<file path="src/rtl/mem_port_arbiter.sv">
// mem_port_arbiter: round-robin arbiter sharing one single-port sync RAM between
// a host (requester 0) and the compaction engine (requester 1), with per-requester read return.
module mem_port_arbiter #(
    parameter int DEPTH = 32,
    parameter int WIDTH = 8,
    parameter int MAX_HOLD = 64,
    localparam int AW = $clog2(DEPTH)
) (
    input  logic             i_clk,
    input  logic             i_rst_n,
    input  logic             i_req0,
    input  logic             i_rden0,
    input  logic             i_wren0,
    input  logic [AW-1:0]    i_addr0,
    input  logic [WIDTH-1:0] i_wdata0,
    output logic             o_gnt0,
    output logic             o_rvalid0,
    input  logic             i_req1,
    input  logic             i_rden1,
    input  logic             i_wren1,
    input  logic [AW-1:0]    i_addr1,
    input  logic [WIDTH-1:0] i_wdata1,
    output logic             o_gnt1,
    output logic             o_rvalid1,
    output logic [WIDTH-1:0] o_rdata,
    output logic             o_mem_rden,
    output logic             o_mem_wren,
    output logic [AW-1:0]    o_mem_addr,
    output logic [WIDTH-1:0] o_mem_wdata,
    input  logic [WIDTH-1:0] i_mem_rdata
);
    localparam int HW = $clog2(MAX_HOLD);
    localparam logic [1:0] IDLE = 2'd0;
    localparam logic [1:0] OWN0 = 2'd1;
    localparam logic [1:0] OWN1 = 2'd2;
    localparam logic [HW-1:0] HOLD_LAST = HW'(MAX_HOLD - 1);

    logic [1:0] state, state_nxt;
    logic [HW-1:0] hold;
    logic ptr;
    logic fwd0, fwd1, rd0, rd1, hold_done;

    assign o_gnt0 = state == OWN0;
    assign o_gnt1 = state == OWN1;
    assign fwd0 = o_gnt0 & i_req0;
    assign fwd1 = o_gnt1 & i_req1;
    // a write strobe wins over a simultaneous read strobe
    assign rd0 = fwd0 & i_rden0 & ~i_wren0;
    assign rd1 = fwd1 & i_rden1 & ~i_wren1;
    assign o_mem_wren = (fwd0 & i_wren0) | (fwd1 & i_wren1);
    assign o_mem_rden = rd0 | rd1;
    assign o_mem_addr = fwd0 ? i_addr0 : fwd1 ? i_addr1 : '0;
    assign o_mem_wdata = fwd0 ? i_wdata0 : fwd1 ? i_wdata1 : '0;
    assign o_rdata = i_mem_rdata;
    assign hold_done = hold == HOLD_LAST;

    always_comb begin
        state_nxt = state;
        case (state)
            OWN0: state_nxt = !i_req0 ? (i_req1 ? OWN1 : IDLE) : (hold_done && i_req1) ? OWN1 : OWN0;
            OWN1: state_nxt = !i_req1 ? (i_req0 ? OWN0 : IDLE) : (hold_done && i_req0) ? OWN0 : OWN1;
            default: state_nxt = (i_req0 && i_req1) ? (ptr ? OWN1 : OWN0) :
                                 i_req0 ? OWN0 : i_req1 ? OWN1 : IDLE;
        endcase
    end

    // ptr high favours requester 1; the registered valids act as the one-hot read tag
    always_ff @(posedge i_clk or negedge i_rst_n) begin
        if (!i_rst_n) begin
            state     <= IDLE;
            hold      <= '0;
            ptr       <= 1'b0;
            o_rvalid0 <= 1'b0;
            o_rvalid1 <= 1'b0;
        end else begin
            state     <= state_nxt;
            hold      <= (state_nxt != state) ? '0 : (state != IDLE && !hold_done) ? hold + 1'b1 : hold;
            if (state != IDLE && state_nxt != state)
                ptr <= state == OWN0;
            o_rvalid0 <= rd0;
            o_rvalid1 <= rd1;
        end
    end
endmodule

</file>
<file path="config.mk">
export PLATFORM = sky130hd
export DESIGN_NAME = mem_port_arbiter
export DESIGN_NICKNAME = d
export VERILOG_FILES = /design/src/rtl/mem_port_arbiter.sv
export SDC_FILE = /design/constraint.sdc
export NUM_CORES = 1
export LEC_CHECK = 0
export CAP_MARGIN = 20
export CORE_UTILIZATION = 36
export DETAILED_ROUTE_END_ITERATION = 6
export HOLD_SLACK_MARGIN = 0.1
export PLACE_DENSITY = 0.86
export SLEW_MARGIN = 20
export SYNTH_ARGS = -nofsm -noshare
export SYNTH_HDL_FRONTEND = slang
export SYNTH_SLANG_ARGS = --single-unit
</file>
<file path="constraint.sdc">
create_clock -name i_clk -period 2.9 [get_ports i_clk]
set_input_delay 0.29 -clock i_clk [delete_from_list [all_inputs] [get_ports i_clk]]
set_output_delay 0.29 -clock i_clk [all_outputs]
set_load 0.01 [all_outputs]
</file>
==> impl_results.md <==
- Synth warnings: 0
- Setup violators final: 0
- Gpl congestion: 0.810
- Die area: 3070 sq um
- Post-Synth Simple-Gate Area: 18.5%
- Initial core utilization: 39.6%
- Core Rows: 18
- Via/cell ratio: 5.55
- First-pass GRT wire length: 4870 microns
- CP Capture Type: output port
- Clk pin slew, worst setup/hold paths: 0.07 ns
- Final hold vios: 0
- Yosys top cell by area: dfrtp_1
- Dpl hpwl: 2320 microns
- Leakage: 0.628 nW
- Ports: 69
- Layout area overhead: 46.6%
- Yosys reg bits: 11
- Clk_skew: 0.00145 ns
- Fmax: 0.375 GHz
- Crit path time final: 2.66 ns
- Final Max Tran Viols: 0
- CTS buffer count: 3
- Ys async rst share: 100%
- Layout cells sized above 1: 6.88%
- Most area-consuming cells after synthesis: dfrtp_1 27%, a22o_1 11%, buf_4 6.6%
- Vias: 1054
- CTS tree: yes
- CTS Buffer Depth: 2
- Residual DRC: 0
- Crit path DAT: 2.37 ns
- Vias in the first global route: 1081
- Measured slew at the worst slew-check pin: 0.754 ns
- Die Width: 55.4 microns
- Clock sinks: 11
- IO Port Bufs: 52
- Main combinational cell family by area after synthesis: compound AO/OA/AOI/OAI gates
- Final WL: 2910 microns
- Largest net degree at the start of global routing: 14
- Compound-Gate Fraction of Synth Area: 30.1%
- Distinct cells, synth: 41
- Outcome: finished clean
- Final ANT Viol Nets: 0
- Yosys top cell area share: 26.8%
- Fin nets: 207
- # Max-Cap Violations: 0
- Fillers: 236
- Clk_lat worst skew: 0.27 ns
- Initial antenna violation count: 0
- GR Util All Layers: 19.8%
- Fraction of the mapped netlist area in adder cells: 4.88%
- Top-count cell post-synth: a22o_1
- Setup bufs post-CTS: 0
- Peak VDD IR: 0.414 mV
- Mean area per synthesized cell: 8.69 sq um
- Register area: 275 sq um
- Xor and xnor area share after synthesis: 4.27%
- Post-synth EDFFs: 0
- Root Driver: clkbuf_4
- Worst hold path class: in2async
- Setup Crit Path Kind: reg2out
- Worst Path Required: 2.61 ns
- Post-cts repair resize count: 0
- Post-synth top flop: dfrtp_1
- H-tree levels: 1
- Crit share post-route: 91.9%
- Register area share after synthesis: 26.8%
- First DRT Iteration DRCs: 48
- Mux contribution to synthesized area: 1.10%
- GRT overflow: 0
- Antenna fix cells: 0
- Commonest cells post-synth: 13 x a22o_1, 11 x dfrtp_1, 11 x nor2_1, 9 x buf_4, 9 x nand2_1
- CP startpoint kind: register
- Setup_tns: 0 ns
- Multi-input logic area: 607 sq um
- R2r setup slk: 0.38 ns
- Crit-path max FO: 13
- Syn nets: 164
- Mapped Cells: 118
- Pwr Density: 733 nW/um^2
- First-pass DRT Iterations: 4
- WL per Instance: 15.3 microns
- RSZ-0062 raised after global routing: no
- Cell Area, Synth: 1030 sq um
- Die H: 55.4 microns
- Final Util: 58.1%
- Relative slew slack: 49.5%
- Core area: 2590 sq um
- Hold_buf cts: 0
## sequential cells by signal, indices dropped and copies added, names as in the netlist
name and cells:
hold 6, o_rvalid0 1, o_rvalid1 1, ptr 1, state 2
## per-layer routing
metal  track usage, %  routed length, microns
met5                0                       0
met1             22.7                    1110
met4             8.57                      61
met3             3.04                     162
met2             36.0                    1570
## worst max-delay path: stages (launching register included)
cell             delay (ns)
dfrtp_1                0.44
inv_1                  0.12
ha_1                   0.36
nand2_1                0.14
nor2_1                 0.12
buf_4                  0.19
a22o_1                 0.18
clkdlybuf4s50_1        0.54
## power by group
group          total (mW)  leakage (nW)  switching (mW)  internal, mW
registers           0.221         0.149          0.0376         0.184
clock network       0.107        0.0150          0.0535        0.0534
logic               0.774         0.463           0.387         0.388
total                1.10         0.628           0.478         0.625
## kinds of logic after synthesis
logic type / count (synthesis)
AO/OA/AOI/OAI: 39
flip-flops: 11
multiplexers: 1
AND/OR/NAND/NOR: 36
buffers and inverters: 22
adder cells (fa/ha/maj): 4
XOR/XNOR: 5
## metrics by stage
step	total power, mW	cells	area [sq um]	setup slack (ns)	hold slack [ns]
2_1_floorplan	0.762	118	1030	0.702	-0.00559
6_report	1.10	190	1500	0.236	0.332
3_5_place_dp	0.990	186	1480	0.399	0.526
3_3_place_gp	0.959	186	1480	0.432	0.527
4_1_cts	1.10	190	1500	0.127	0.339
5_1_grt	1.19	190	1500	0.116	0.377
## placed cells by master (no fill, tap or decap), drive strengths merged, types with 3 or more instances in the layout
cell / synthesis / final
clkdlybuf4s50: 0 / 52
a22o: 13 / 13
nor2: 11 / 11
dfrtp: 11 / 11
nand2: 9 / 9
inv: 6 / 6
o21ai: 5 / 5
a21oi: 4 / 4
xor2: 4 / 4
ha: 4 / 4
clkbuf: 3 / 4
nand3: 3 / 3
nand2b: 3 / 3
## cell type report
class | count | area share, %
well taps | 30 | 2.50
repair buffers | 54 | 35.6
flip-flops and latches | 11 | 18.3
inverters | 6 | 1.50
clock buffers | 4 | 1.75
multi-input cells | 85 | 40.3
## worst paths after layout
path,from,cells past startpoint,endpoint
min in group i_clk,hold[5],2,hold[5]
setup reg to reg,state[0],8,ptr
hold / removal,i_rst_n,1,ptr
setup / recovery,state[0],7,o_mem_addr[3]
max in group asynchronous,i_rst_n,1,o_rvalid0
hold reg to reg,hold[5],2,hold[5]
(Power assumes the default switching activity.)
